`src/rtl/stack_pkg.sv`:
```
// rtl/stack_pkg.sv - stack operation codes, sequencer states and byte-count lookup
package stack_pkg;

    localparam logic [7:0] STACK_PAGE_DEFAULT = 8'h01;

    typedef enum logic [2:0] {
        OP_NOP   = 3'd0,
        OP_PUSH1 = 3'd1,
        OP_PUSH2 = 3'd2,
        OP_PUSH3 = 3'd3,
        OP_PULL1 = 3'd4,
        OP_PULL2 = 3'd5,
        OP_PULL3 = 3'd6,
        OP_LOAD  = 3'd7
    } stack_op_t;

    typedef enum logic [2:0] {
        STATE_IDLE     = 3'd0,
        STATE_PUSH     = 3'd1,
        STATE_PULL_INC = 3'd2,
        STATE_PULL_RD  = 3'd3,
        STATE_LOAD     = 3'd4,
        STATE_DONE     = 3'd5
    } stack_state_t;

    function automatic logic [1:0] op_bytes(input stack_op_t op);
        case (op)
            OP_PUSH1, OP_PULL1: return 2'd1;
            OP_PUSH2, OP_PULL2: return 2'd2;
            OP_PUSH3, OP_PULL3: return 2'd3;
            default:            return 2'd0;
        endcase
    endfunction

endpackage

```
`src/rtl/stack_sequencer_if.sv`:
```
// rtl/stack_sequencer_if.sv - decode request, SP strobe and stack-page bus signals
interface stack_sequencer_if;
    import stack_pkg::*;

    logic        op_req;
    stack_op_t   op_code;
    logic        busy;
    logic        op_done;
    logic [7:0]  sp_value;
    logic        sp_increment;
    logic        sp_decrement;
    logic        sp_load;
    logic [15:0] stack_addr;
    logic        mem_we;
    logic        mem_re;
    logic [1:0]  byte_sel;
    logic [7:0]  mem_rdata;
    logic [7:0]  pull_data;
    logic        pull_valid;
    logic        wrap_err;

    modport master (
        output op_req, op_code, sp_value, mem_rdata,
        input  busy, op_done, sp_increment, sp_decrement, sp_load,
               stack_addr, mem_we, mem_re, byte_sel, pull_data, pull_valid, wrap_err
    );

    modport slave (
        input  op_req, op_code, sp_value, mem_rdata,
        output busy, op_done, sp_increment, sp_decrement, sp_load,
               stack_addr, mem_we, mem_re, byte_sel, pull_data, pull_valid, wrap_err
    );
endinterface

```
`src/rtl/stack_wrap_monitor.sv`:
```
// rtl/stack_wrap_monitor.sv - sticky flag for pushes at SP=00 and pull increments at SP=FF
module stack_wrap_monitor (
    input  logic       fclk,
    input  logic       resb,
    input  logic       push_i,
    input  logic       inc_i,
    input  logic       clear_i,
    input  logic [7:0] sp_value_i,
    output logic       wrap_err_o
);
    logic wrap_q;

    always_ff @(posedge fclk or negedge resb) begin
        if (!resb) begin
            wrap_q <= 1'b0;
        end else if (clear_i) begin
            wrap_q <= 1'b0;
        end else if ((push_i && sp_value_i == 8'h00) || (inc_i && sp_value_i == 8'hFF)) begin
            wrap_q <= 1'b1;
        end
    end

    assign wrap_err_o = wrap_q;
endmodule

```
`src/rtl/stack_sequencer.sv`:
```
// rtl/stack_sequencer.sv - 65C02 stack push/pull/TXS sequencer; STACK_WRAP_DETECT_EN builds the wrap flag
module stack_sequencer
    import stack_pkg::*;
#(
    parameter logic [7:0] STACK_PAGE = STACK_PAGE_DEFAULT
) (
    input  logic              fclk,
    input  logic              resb,
    stack_sequencer_if.slave  bus
);
    localparam logic [2:0] ST_IDLE     = STATE_IDLE;
    localparam logic [2:0] ST_PUSH     = STATE_PUSH;
    localparam logic [2:0] ST_PULL_INC = STATE_PULL_INC;
    localparam logic [2:0] ST_PULL_RD  = STATE_PULL_RD;
    localparam logic [2:0] ST_LOAD     = STATE_LOAD;
    localparam logic [2:0] ST_DONE     = STATE_DONE;

    logic [2:0] state_q, state_d;
    logic [1:0] cnt_q, cnt_d;
    logic [1:0] sel_q, sel_d;
    logic [7:0] pull_data_q;
    logic       pull_valid_q;
    logic       last_byte;

    assign last_byte = (sel_q == cnt_q - 2'd1);

    always_comb begin
        state_d = state_q;
        cnt_d   = cnt_q;
        sel_d   = sel_q;
        case (state_q)
            ST_IDLE: begin
                if (bus.op_req) begin
                    cnt_d = op_bytes(bus.op_code);
                    sel_d = 2'd0;
                    case (bus.op_code)
                        OP_PUSH1, OP_PUSH2, OP_PUSH3: state_d = ST_PUSH;
                        OP_PULL1, OP_PULL2, OP_PULL3: state_d = ST_PULL_INC;
                        OP_LOAD:                      state_d = ST_LOAD;
                        default:                      state_d = ST_DONE;
                    endcase
                end
            end
            ST_PUSH: begin
                sel_d = sel_q + 2'd1;
                if (last_byte) state_d = ST_DONE;
            end
            ST_PULL_INC: state_d = ST_PULL_RD;
            ST_PULL_RD: begin
                sel_d   = sel_q + 2'd1;
                state_d = last_byte ? ST_DONE : ST_PULL_INC;
            end
            ST_LOAD: state_d = ST_DONE;
            ST_DONE: state_d = ST_IDLE;
            default: state_d = ST_IDLE;
        endcase
    end

    always_ff @(posedge fclk or negedge resb) begin
        if (!resb) begin
            state_q <= ST_IDLE;
            cnt_q   <= 2'd0;
            sel_q   <= 2'd0;
        end else begin
            state_q <= state_d;
            cnt_q   <= cnt_d;
            sel_q   <= sel_d;
        end
    end

    // Pulled byte is registered so the datapath sees it the cycle after mem_re.
    always_ff @(posedge fclk or negedge resb) begin
        if (!resb) begin
            pull_data_q  <= 8'h00;
            pull_valid_q <= 1'b0;
        end else begin
            pull_valid_q <= (state_q == ST_PULL_RD);
            if (state_q == ST_PULL_RD) pull_data_q <= bus.mem_rdata;
        end
    end

    assign bus.busy         = (state_q != ST_IDLE);
    assign bus.op_done      = (state_q == ST_DONE);
    assign bus.sp_decrement = (state_q == ST_PUSH);
    assign bus.sp_increment = (state_q == ST_PULL_INC);
    assign bus.sp_load      = (state_q == ST_LOAD);
    assign bus.mem_we       = (state_q == ST_PUSH);
    assign bus.mem_re       = (state_q == ST_PULL_RD);
    assign bus.stack_addr   = (state_q == ST_PUSH || state_q == ST_PULL_RD)
                              ? {STACK_PAGE, bus.sp_value} : 16'h0000;
    assign bus.byte_sel     = (state_q == ST_PUSH || state_q == ST_PULL_INC || state_q == ST_PULL_RD)
                              ? sel_q : 2'd0;
    assign bus.pull_data    = pull_data_q;
    assign bus.pull_valid   = pull_valid_q;

`ifdef STACK_WRAP_DETECT_EN
    stack_wrap_monitor u_wrap (
        .fclk       (fclk),
        .resb       (resb),
        .push_i     (state_q == ST_PUSH),
        .inc_i      (state_q == ST_PULL_INC),
        .clear_i    (state_q == ST_LOAD),
        .sp_value_i (bus.sp_value),
        .wrap_err_o (bus.wrap_err)
    );
`else
    assign bus.wrap_err = 1'b0;
`endif

endmodule

```
`src/flat_wrapper.sv`:
```
// flat-port wrapper written by rule: the top's interface ports become plain ports
module stack_sequencer_flat import stack_pkg::*;
#(
    parameter logic [7:0] STACK_PAGE = STACK_PAGE_DEFAULT
)
  (fclk, resb, bus_op_req, bus_op_code, bus_sp_value, bus_mem_rdata, bus_busy, bus_op_done, bus_sp_increment, bus_sp_decrement, bus_sp_load, bus_stack_addr, bus_mem_we, bus_mem_re, bus_byte_sel, bus_pull_data, bus_pull_valid, bus_wrap_err);
  stack_sequencer_if bus_i ();
  input  logic fclk;
  input  logic resb;
  input wire logic [$bits(bus_i.op_req)-1:0] bus_op_req;
  input wire logic [$bits(bus_i.op_code)-1:0] bus_op_code;
  input wire logic [$bits(bus_i.sp_value)-1:0] bus_sp_value;
  input wire logic [$bits(bus_i.mem_rdata)-1:0] bus_mem_rdata;
  output wire logic [$bits(bus_i.busy)-1:0] bus_busy;
  output wire logic [$bits(bus_i.op_done)-1:0] bus_op_done;
  output wire logic [$bits(bus_i.sp_increment)-1:0] bus_sp_increment;
  output wire logic [$bits(bus_i.sp_decrement)-1:0] bus_sp_decrement;
  output wire logic [$bits(bus_i.sp_load)-1:0] bus_sp_load;
  output wire logic [$bits(bus_i.stack_addr)-1:0] bus_stack_addr;
  output wire logic [$bits(bus_i.mem_we)-1:0] bus_mem_we;
  output wire logic [$bits(bus_i.mem_re)-1:0] bus_mem_re;
  output wire logic [$bits(bus_i.byte_sel)-1:0] bus_byte_sel;
  output wire logic [$bits(bus_i.pull_data)-1:0] bus_pull_data;
  output wire logic [$bits(bus_i.pull_valid)-1:0] bus_pull_valid;
  output wire logic [$bits(bus_i.wrap_err)-1:0] bus_wrap_err;
  assign bus_i.op_req = bus_op_req;
  assign bus_i.op_code = bus_op_code;
  assign bus_i.sp_value = bus_sp_value;
  assign bus_i.mem_rdata = bus_mem_rdata;
  assign bus_busy = bus_i.busy;
  assign bus_op_done = bus_i.op_done;
  assign bus_sp_increment = bus_i.sp_increment;
  assign bus_sp_decrement = bus_i.sp_decrement;
  assign bus_sp_load = bus_i.sp_load;
  assign bus_stack_addr = bus_i.stack_addr;
  assign bus_mem_we = bus_i.mem_we;
  assign bus_mem_re = bus_i.mem_re;
  assign bus_byte_sel = bus_i.byte_sel;
  assign bus_pull_data = bus_i.pull_data;
  assign bus_pull_valid = bus_i.pull_valid;
  assign bus_wrap_err = bus_i.wrap_err;
  stack_sequencer #(.STACK_PAGE(STACK_PAGE)) u_core (.fclk(fclk), .resb(resb), .bus(bus_i));
endmodule
```
`config.mk`:
```
export PLATFORM = sky130hd
export DESIGN_NAME = stack_sequencer_flat
export DESIGN_NICKNAME = d
export VERILOG_FILES = /design/src/rtl/stack_pkg.sv /design/src/rtl/stack_sequencer_if.sv /design/src/rtl/stack_wrap_monitor.sv /design/src/rtl/stack_sequencer.sv /design/src/flat_wrapper.sv
export SDC_FILE = /design/constraint.sdc
export NUM_CORES = 1
export LEC_CHECK = 0
export ABC_CLOCK_PERIOD_IN_PS = 1800
export CAP_MARGIN = 20
export CORE_MARGIN = 4
export CORE_UTILIZATION = 37
export CTS_CLUSTER_DIAMETER = 80
export DETAILED_ROUTE_END_ITERATION = 16
export PLACE_DENSITY = 0.84
export SYNTH_ARGS = -nofsm -noshare
export SYNTH_HDL_FRONTEND = slang
export SYNTH_SLANG_ARGS = --single-unit
```
`constraint.sdc`:
```
create_clock -name fclk -period 1.8 [get_ports fclk]
set_clock_uncertainty 0.2 [all_clocks]
set_input_delay 0.27 -clock fclk [delete_from_list [all_inputs] [get_ports fclk]]
set_output_delay 0.27 -clock fclk [all_outputs]
set_load 0.05 [all_outputs]
```
==> results of run 1 <==
==> placed cells by master (no fill, tap or decap), types with 2 or more instances in the layout <==
cell type	n
a21oi_1	3
and2_4	8
buf_12	17
buf_4	18
buf_6	8
clkbuf_4	3
clkdlybuf4s50_1	21
conb_1	8
dfrtp_1	14
dfrtp_2	2
mux2_2	8
nand2_1	4
nand2b_1	2
nor2_1	3
nor2_2	2
nor2_4	2
nor2b_1	3
nor3b_2	3
xor2_1	2
==> area by class of cell <==
cell class / count / area share
flip-flops and latches: 16 / 0.221
multi-input cells: 65 / 0.294
clock buffers: 4 / 0.0199
well taps: 30 / 0.0206
inverters: 3 / 0.00894
repair buffers: 65 / 0.435
==> flip-flops by register name (all words and copies together), names as in the netlist <==
register	flops
u_core.cnt_q	2
u_core.bus.pull_valid	1
u_core.sel_q	2
u_core.state_q	3
u_core.bus.pull_data	8
==> repair_timing <==
action                                  4_1_cts  5_1_grt
gates cloned                                  1        0
endpoints found under the setup margin       18       18
buffers inserted                              5        3
pin swaps                                     8        1
gates resized for setup                      29        7
==> cell families (layout without fill, tap and decap cells) <==
family	count (synthesis)	in the layout
AOI/OAI and AO/OA	10	10
buffers and inverters	16	72
xor gates and xnor gates	3	3
muxes	10	10
DFF	16	16
other	1	8
and+or+nand+nor	34	34
==> report_power, final <==
group	total, mW	switching, mW	internal, mW
logic	3.21	1.72	1.49
clock network	0.236	0.113	0.123
registers	0.706	0.163	0.543
total	4.15	2.00	2.16
==> layer usage <==
| metal | up-vias | wire, microns | track usage | part of all wire |
|---|---|---|---|---|
| li1 | 411 | - | - | - |
| met1 | 417 | 1010 | 0.187 | 0.35 |
| met2 | 42 | 1590 | 0.289 | 0.55 |
| met3 | 8 | 228 | 0.0417 | 0.079 |
| met4 | 0 | 71 | 0.0861 | 0.024 |
| met5 | - | 0 | 0 | 0 |
==> path summary, 6_finish.rpt <==
kind                                    startpoint                      end  cells after the start
min                                           resb  u_core.bus.pull_data[1]                      2
min in group fclk          u_core.bus.pull_data[5]  u_core.bus.pull_data[5]                      1
max in group asynchronous                     resb        u_core.state_q[0]                      2
max                              u_core.state_q[0]                 bus_busy                      3
max reg2reg                      u_core.state_q[1]          u_core.sel_q[0]                      4
min reg2reg                u_core.bus.pull_data[5]  u_core.bus.pull_data[5]                      1
==> stage by stage <==
step	util	area (sq um)	instances	TNS [ns]	hold slack, ns
after floorplan	-	982	97	-1.57	-0.226
after global placement	0.655	1610	170	0	0.292
after detailed placement	0.655	1610	170	0	0.295
after CTS	0.718	1760	180	-0.142	0.0935
after global routing	0.741	1820	183	-0.928	0.0900
final	0.741	1820	183	-0.115	0.0931
==> impl_results.md, run 1 <==
* Status: complete, but fails checks
* Failing checks: negative setup slack
* CP Launch Type: register
* DRT iter0 DRCs at 9
* Mapped Cells at 90
* Leak Pwr at 0.815 nW
* Mux cell area share after synthesis at 0.122
* Element type at the critical path end: output port
* Area contributors post-synth: dfrtp_1 (43%), mux2_2 (9.6%), buf_4 (8.0%)
* Tcrit/Tclk final at 1.03
* Main combinational cell family by area after synthesis: simple AND/OR/NAND/NOR gates
* XOR/XNOR Fraction of Synth Area at 0.0279
* Ys flop type: dfrtp_1
* DRT antenna net count at 0
* Worst vdd ir at 1750 uV
* Worst slack, placed at 0.0449 ns
* Flops & latches, synth at 16
* Hpwl dp at 2030 microns
* CTS hold repair buffers at 0
* Drt drc at 0
* CTS tree: yes
* Clock sinks at 16
* Drt pass-1 iters at 4
* Number of synthesized flops with an enable pin at 0
* Top-count cell post-synth: dfrtp_1
* Peak fanout along the critical path at 6
* Power density over the cells at 2280 mW/mm^2
* Synth Area in Adders at 0
* Multi-input logic area at 536 sq um
* Overflow after GRT at 0
* Via count at 878
* First-pass GRT wire length at 4270 microns
* Avg Cell Area, Syn at 10.5 sq um
* CTS root buf: clkbuf_4
* Cells along the critical path: buf_6 -> or3_4 -> buf_8
* H-tree Lvls at 1
* Compound-Gate Fraction of Synth Area at 0.0718
* Total CTS buffers at 3
* Number of cell rows at 18
* Initial antenna violation count at 0
* Asr flop ratio synth at 1.00
* Final net count at 176
* Max-slew violations at 0
* PnR worst setup slack at -0.0571 ns
* Final Wtd Congestion at 0.760
* Number of synthesis warnings at 0
* Total Routing Usage GR at 0.166
* Delay of the slowest cell on the worst path at 0.46 ns
* Final Power at 4.15 mW
* Post-synth top area share at 0.426
* Register area share after synthesis at 0.426
* Req. time, crit path at 1.33 ns
* Antenna cells at 0
* Routed WL at 2900 microns
* Slowest CP cell: dfrtp_2
* Clock buffer depth at 2
* Cell taking the most area after synthesis: dfrtp_1
* Layout area overhead at 93.4%
* Fraction of layout instances using a drive strength above 1 at 0.536
* Critical path's top delay family: flip-flops
* Synth Area in Simple Gates at 0.234
* Filler Cells Inserted at 148
* Mapped Area at 941 sq um
* Synth top cells by count: dfrtp_1 (16), buf_4 (10), and2_1 (8), mux2_2 (8), nor2_1 (6)
* Io pins at 57
* Vias/cell at 4.80
* Hold Vio Cnt, Final at 0
* Clk slew on worst S/H paths at 0.09 ns
* Final worst path period need at 1.86 ns
* Die area at 0.00341 sq mm
* Die H at 58.4 microns
* Netlist cell types at 33
* Worst Path Buf+Inv at 2
* Setup Crit Path Kind: register to output port
* Crit path DAT at 1.39 ns
* Reg area at 403 sq um
* Core area at 0.00245 sq mm
* Reg2Reg Setup Slack at 0.08 ns
* Hold Path Class: input pin to asynchronous set/reset pin
* Max-cap viol count at 0
* Post-DR wirelength/cell at 15.8 microns
* Setup violators final at 9
* RSZ-0062 raised after global routing: true
* Clk_lat worst skew at 0.29 ns
* Horiz. Die Dim at 58.4 microns
* Fmax at 538 MHz
* I/O Buffers at 48
* Largest net degree at the start of global routing at 17
* Starting Density at 0.383
* Vias in the first global route at 905
Power figures use the tool's default switching activity.
==> run 2: changes to the inputs <==
--- a/config.mk
+++ b/config.mk
@@ -7,11 +7,11 @@
 export LEC_CHECK = 0
 export ABC_CLOCK_PERIOD_IN_PS = 1800
 export CAP_MARGIN = 20
-export CORE_MARGIN = 4
 export CORE_UTILIZATION = 37
 export CTS_CLUSTER_DIAMETER = 80
 export DETAILED_ROUTE_END_ITERATION = 16
-export PLACE_DENSITY = 0.84
+export PLACE_DENSITY = 0.83
 export SYNTH_ARGS = -nofsm -noshare
 export SYNTH_HDL_FRONTEND = slang
+export SYNTH_HIERARCHICAL = 1
 export SYNTH_SLANG_ARGS = --single-unit
==> run 2 against run 1 <==
  * The run still ends with negative setup slack left
  * Power decreased by 3.7%
  * Sequential share of layout area increased by 0.42 points
  * Combinational power decreased by 3%
  * First-iteration DRC count increased by 33%
  * Utilization decreased by 2.0 points
  * Synthesized area increased by 4.0%
  * Cell count decreased by 2.7%
  * Global-route usage increased by 1.4 points
  * Via count decreased by 4.7%
==> impl_results.md, run 2 <==
* Vias/cell at 4.70 (-2.0%)
* Routed WL at 2420 microns (-17%)
* Mapped Cells at 89 (-1.1%)
* RSZ-0062 raised after global routing: true
* Via count at 837 (-4.7%)
* Starting Density at 0.395 (+0.0117)
* Final net count at 172 (-2.3%)
* Mapped Area at 978 sq um (+4.0%)
* CTS hold repair buffers at 0 (unchanged)
* Peak fanout along the critical path at 7 (+1)
* Max reg flops at 8 (unchanged)
* Crit path DAT at 1.37 ns (-0.02 ns)
* Horiz. Die Dim at 53.4 microns (-8.6%)
* Tcrit/Tclk final at 1.02 (-0.00921)
* Clk slew on worst S/H paths at 0.09 ns (about the same)
* WHS at 0.0892 ns (-0.00389 ns)
* Die H at 53.4 microns (-8.6%)
* Area contributors post-synth: dfrtp_1 (41%), mux2_4 (14%), buf_4 (8.4%)
* Fraction of layout instances using a drive strength above 1 at 0.534 (-0.00216)
* Ys flop type: dfrtp_1
* Die area at 0.00285 sq mm (-16%)
* Vias in the first global route at 765 (-15%)
* Most common cell after layout, fill and taps aside: clkdlybuf4s50_1
* Io pins at 57 (unchanged)
* Most frequent cells in the layout: clkdlybuf4s50_1 (21), buf_4 (20), buf_12 (17)
* Overflow after GRT at 0 (unchanged)
* Status: complete, but fails checks
* Fmax at 543 MHz (+0.90%)
* Clk_lat worst skew at 0.29 ns (about the same)
* I/O Buffers at 48 (unchanged)
* Setup Crit Path Kind: register to output port
* H-tree Lvls at 1 (unchanged)
* Largest net degree at the start of global routing at 17 (unchanged)
* Max-cap viol count at 0 (unchanged)
* Drt pass-1 iters at 4 (unchanged)
* Leak Pwr at 0.837 nW (+2.7%)
* Drt drc at 0 (unchanged)
* Number of cell rows at 18 (unchanged)
* Asr flop ratio synth at 1.00 (unchanged)
* Hold Path Class: input pin to asynchronous set/reset pin
* Utilization after layout at 0.721 (-0.0204)
* Cell taking the most area after synthesis: dfrtp_1
* Total Routing Usage GR at 0.180 (+0.0136)
* Slowest CP cell: dfrtp_2
* Worst vdd ir at 1580 uV (-9.5%)
* Avg Cell Area, Syn at 11.0 sq um (+5.2%)
* Failing checks: negative setup slack
* Final worst path period need at 1.84 ns (-0.0166 ns)
* DRT antenna net count at 0 (unchanged)
* Total CTS buffers at 3 (unchanged)
* CTS tree: yes
* Delay of the slowest cell on the worst path at 0.49 ns (+0.03 ns)
* DRT iter0 DRCs at 12 (+3)
* Req. time, crit path at 1.33 ns (about the same)
* Hpwl dp at 1820 microns (-10%)
* CP Launch Type: register
* PnR worst setup slack at -0.0406 ns (+0.0166 ns)
* Setup violators final at 2 (-7)
* Initial antenna violation count at 0 (unchanged)
* Top-count cell post-synth: dfrtp_1
* Clock buffer depth at 2 (unchanged)
* Post-DR wirelength/cell at 13.6 microns (-14%)
* Register area share after synthesis at 0.409 (-0.0163)
* Layout area overhead at 82.5%
* First-pass GRT wire length at 3490 microns (-18%)
* CTS root buf: clkbuf_4
* Final Wtd Congestion at 0.744 (-2.0%)
* Number of synthesis warnings at 6 (+6)
* Antenna cells at 0 (unchanged)
* Cells along the critical path: or3_4 -> buf_8
* Clock sinks at 16 (unchanged)
* Number of synthesized flops with an enable pin at 0 (unchanged)
* Element type at the critical path end: output port
* Power density over the cells at 2240 mW/mm^2 (-1.9%)
* Core area at 0.00248 sq mm (+0.92%)
* Netlist cell types at 32 (-3.0%)
* Post-synth top area share at 0.409 (-0.0163)
* Total negative slack at -0.0535 ns (+0.0619 ns)
* Synth top cells by count: dfrtp_1 (16), buf_4 (11), mux2_4 (9), and2_1 (8), nor2_1 (5)
* Hold Vio Cnt, Final at 0 (unchanged)
* Flops & latches, synth at 16 (unchanged)
* Max-slew violations at 0 (unchanged)
-- run 2: per-stage QoR --
| stage | instances | cell area [sq um] | setup WS (ns) | power, mW |
|---|---|---|---|---|
| finish | 178 | 1790 | -0.0406 | 4.00 |
| global route | 178 | 1790 | -0.0839 | 4.19 |
| CTS | 177 | 1760 | -0.0307 | 3.94 |
| detailed placement | 169 | 1650 | 0.0857 | 3.55 |
| global placement | 169 | 1650 | 0.145 | 3.49 |
| floorplan | 96 | 1030 | -0.464 | 2.46 |
-- run 2: cell type report --
type,count,area (sq um)
Tap cell,30,37.5
Multi-Input combinational cell,65,566
Sequential cell,16,403
Inverter,3,18.8
Timing Repair Buffer,61,738
Clock buffer,3,22.5
Fill cell,176,692
-- run 2: final timing paths --
| check | startpoint | to | slack, ns | cells after the start |
|---|---|---|---|---|
| max in group asynchronous | resb | u_core/state_q[1] | 1.12 | 2 |
| min | resb | u_core/bus.pull_valid | 0.09 | 2 |
| min in group fclk | u_core/bus.pull_data[3] | u_core/bus.pull_data[3] | 0.32 | 1 |
| min reg2reg | u_core/bus.pull_data[3] | u_core/bus.pull_data[3] | 0.32 | 1 |
| max | u_core/state_q[0] | bus_busy | -0.04 | 2 |
| max reg2reg | u_core/state_q[1] | u_core/sel_q[0] | 0.09 | 5 |
-- run 2: critical path: cells and delay by family, from the launching register on --
| kind | cells | cell delay [ns] |
|---|---|---|
| buf+inv | 1 | 0.16 |
| flops | 1 | 0.49 |
| simple gates | 1 | 0.43 |
-- run 2: power breakdown --
part           switching [mW]  internal, mW
registers               0.165         0.542
clock network           0.108        0.0780
logic                    1.65          1.45
-- run 2: timing repair --
item,in CTS,in global routing
setup endpoints to repair,15,17
pin swaps,0,1
gates resized for setup,19,7
hold endpoints to repair,0,0
setup buffers,5,1
-- run 2: layer usage --
| metal | wire (microns) | part of all wire | track usage | vias up |
|---|---|---|---|---|
| li1 | - | - | - | 401 |
| met1 | 926 | 0.38 | 0.188 | 394 |
| met2 | 1250 | 0.52 | 0.315 | 37 |
| met3 | 203 | 0.084 | 0.0690 | 5 |
| met4 | 40 | 0.017 | 0.0789 | 0 |
| met5 | 0 | 0 | 0 | - |
-- run 2: kinds of logic (layout without fill, tap and decap cells) --
kind of cell           after synthesis  count (layout)  synth area share
AND/OR/NAND/NOR                     33              33             0.235
flip-flops                          16              16             0.409
AO/OA/AOI/OAI                       11              11            0.0729
buffers and inverters               15              67             0.104
other                                1               8           0.00383
XOR/XNOR                             3               3            0.0269
multiplexers                        10              10             0.148
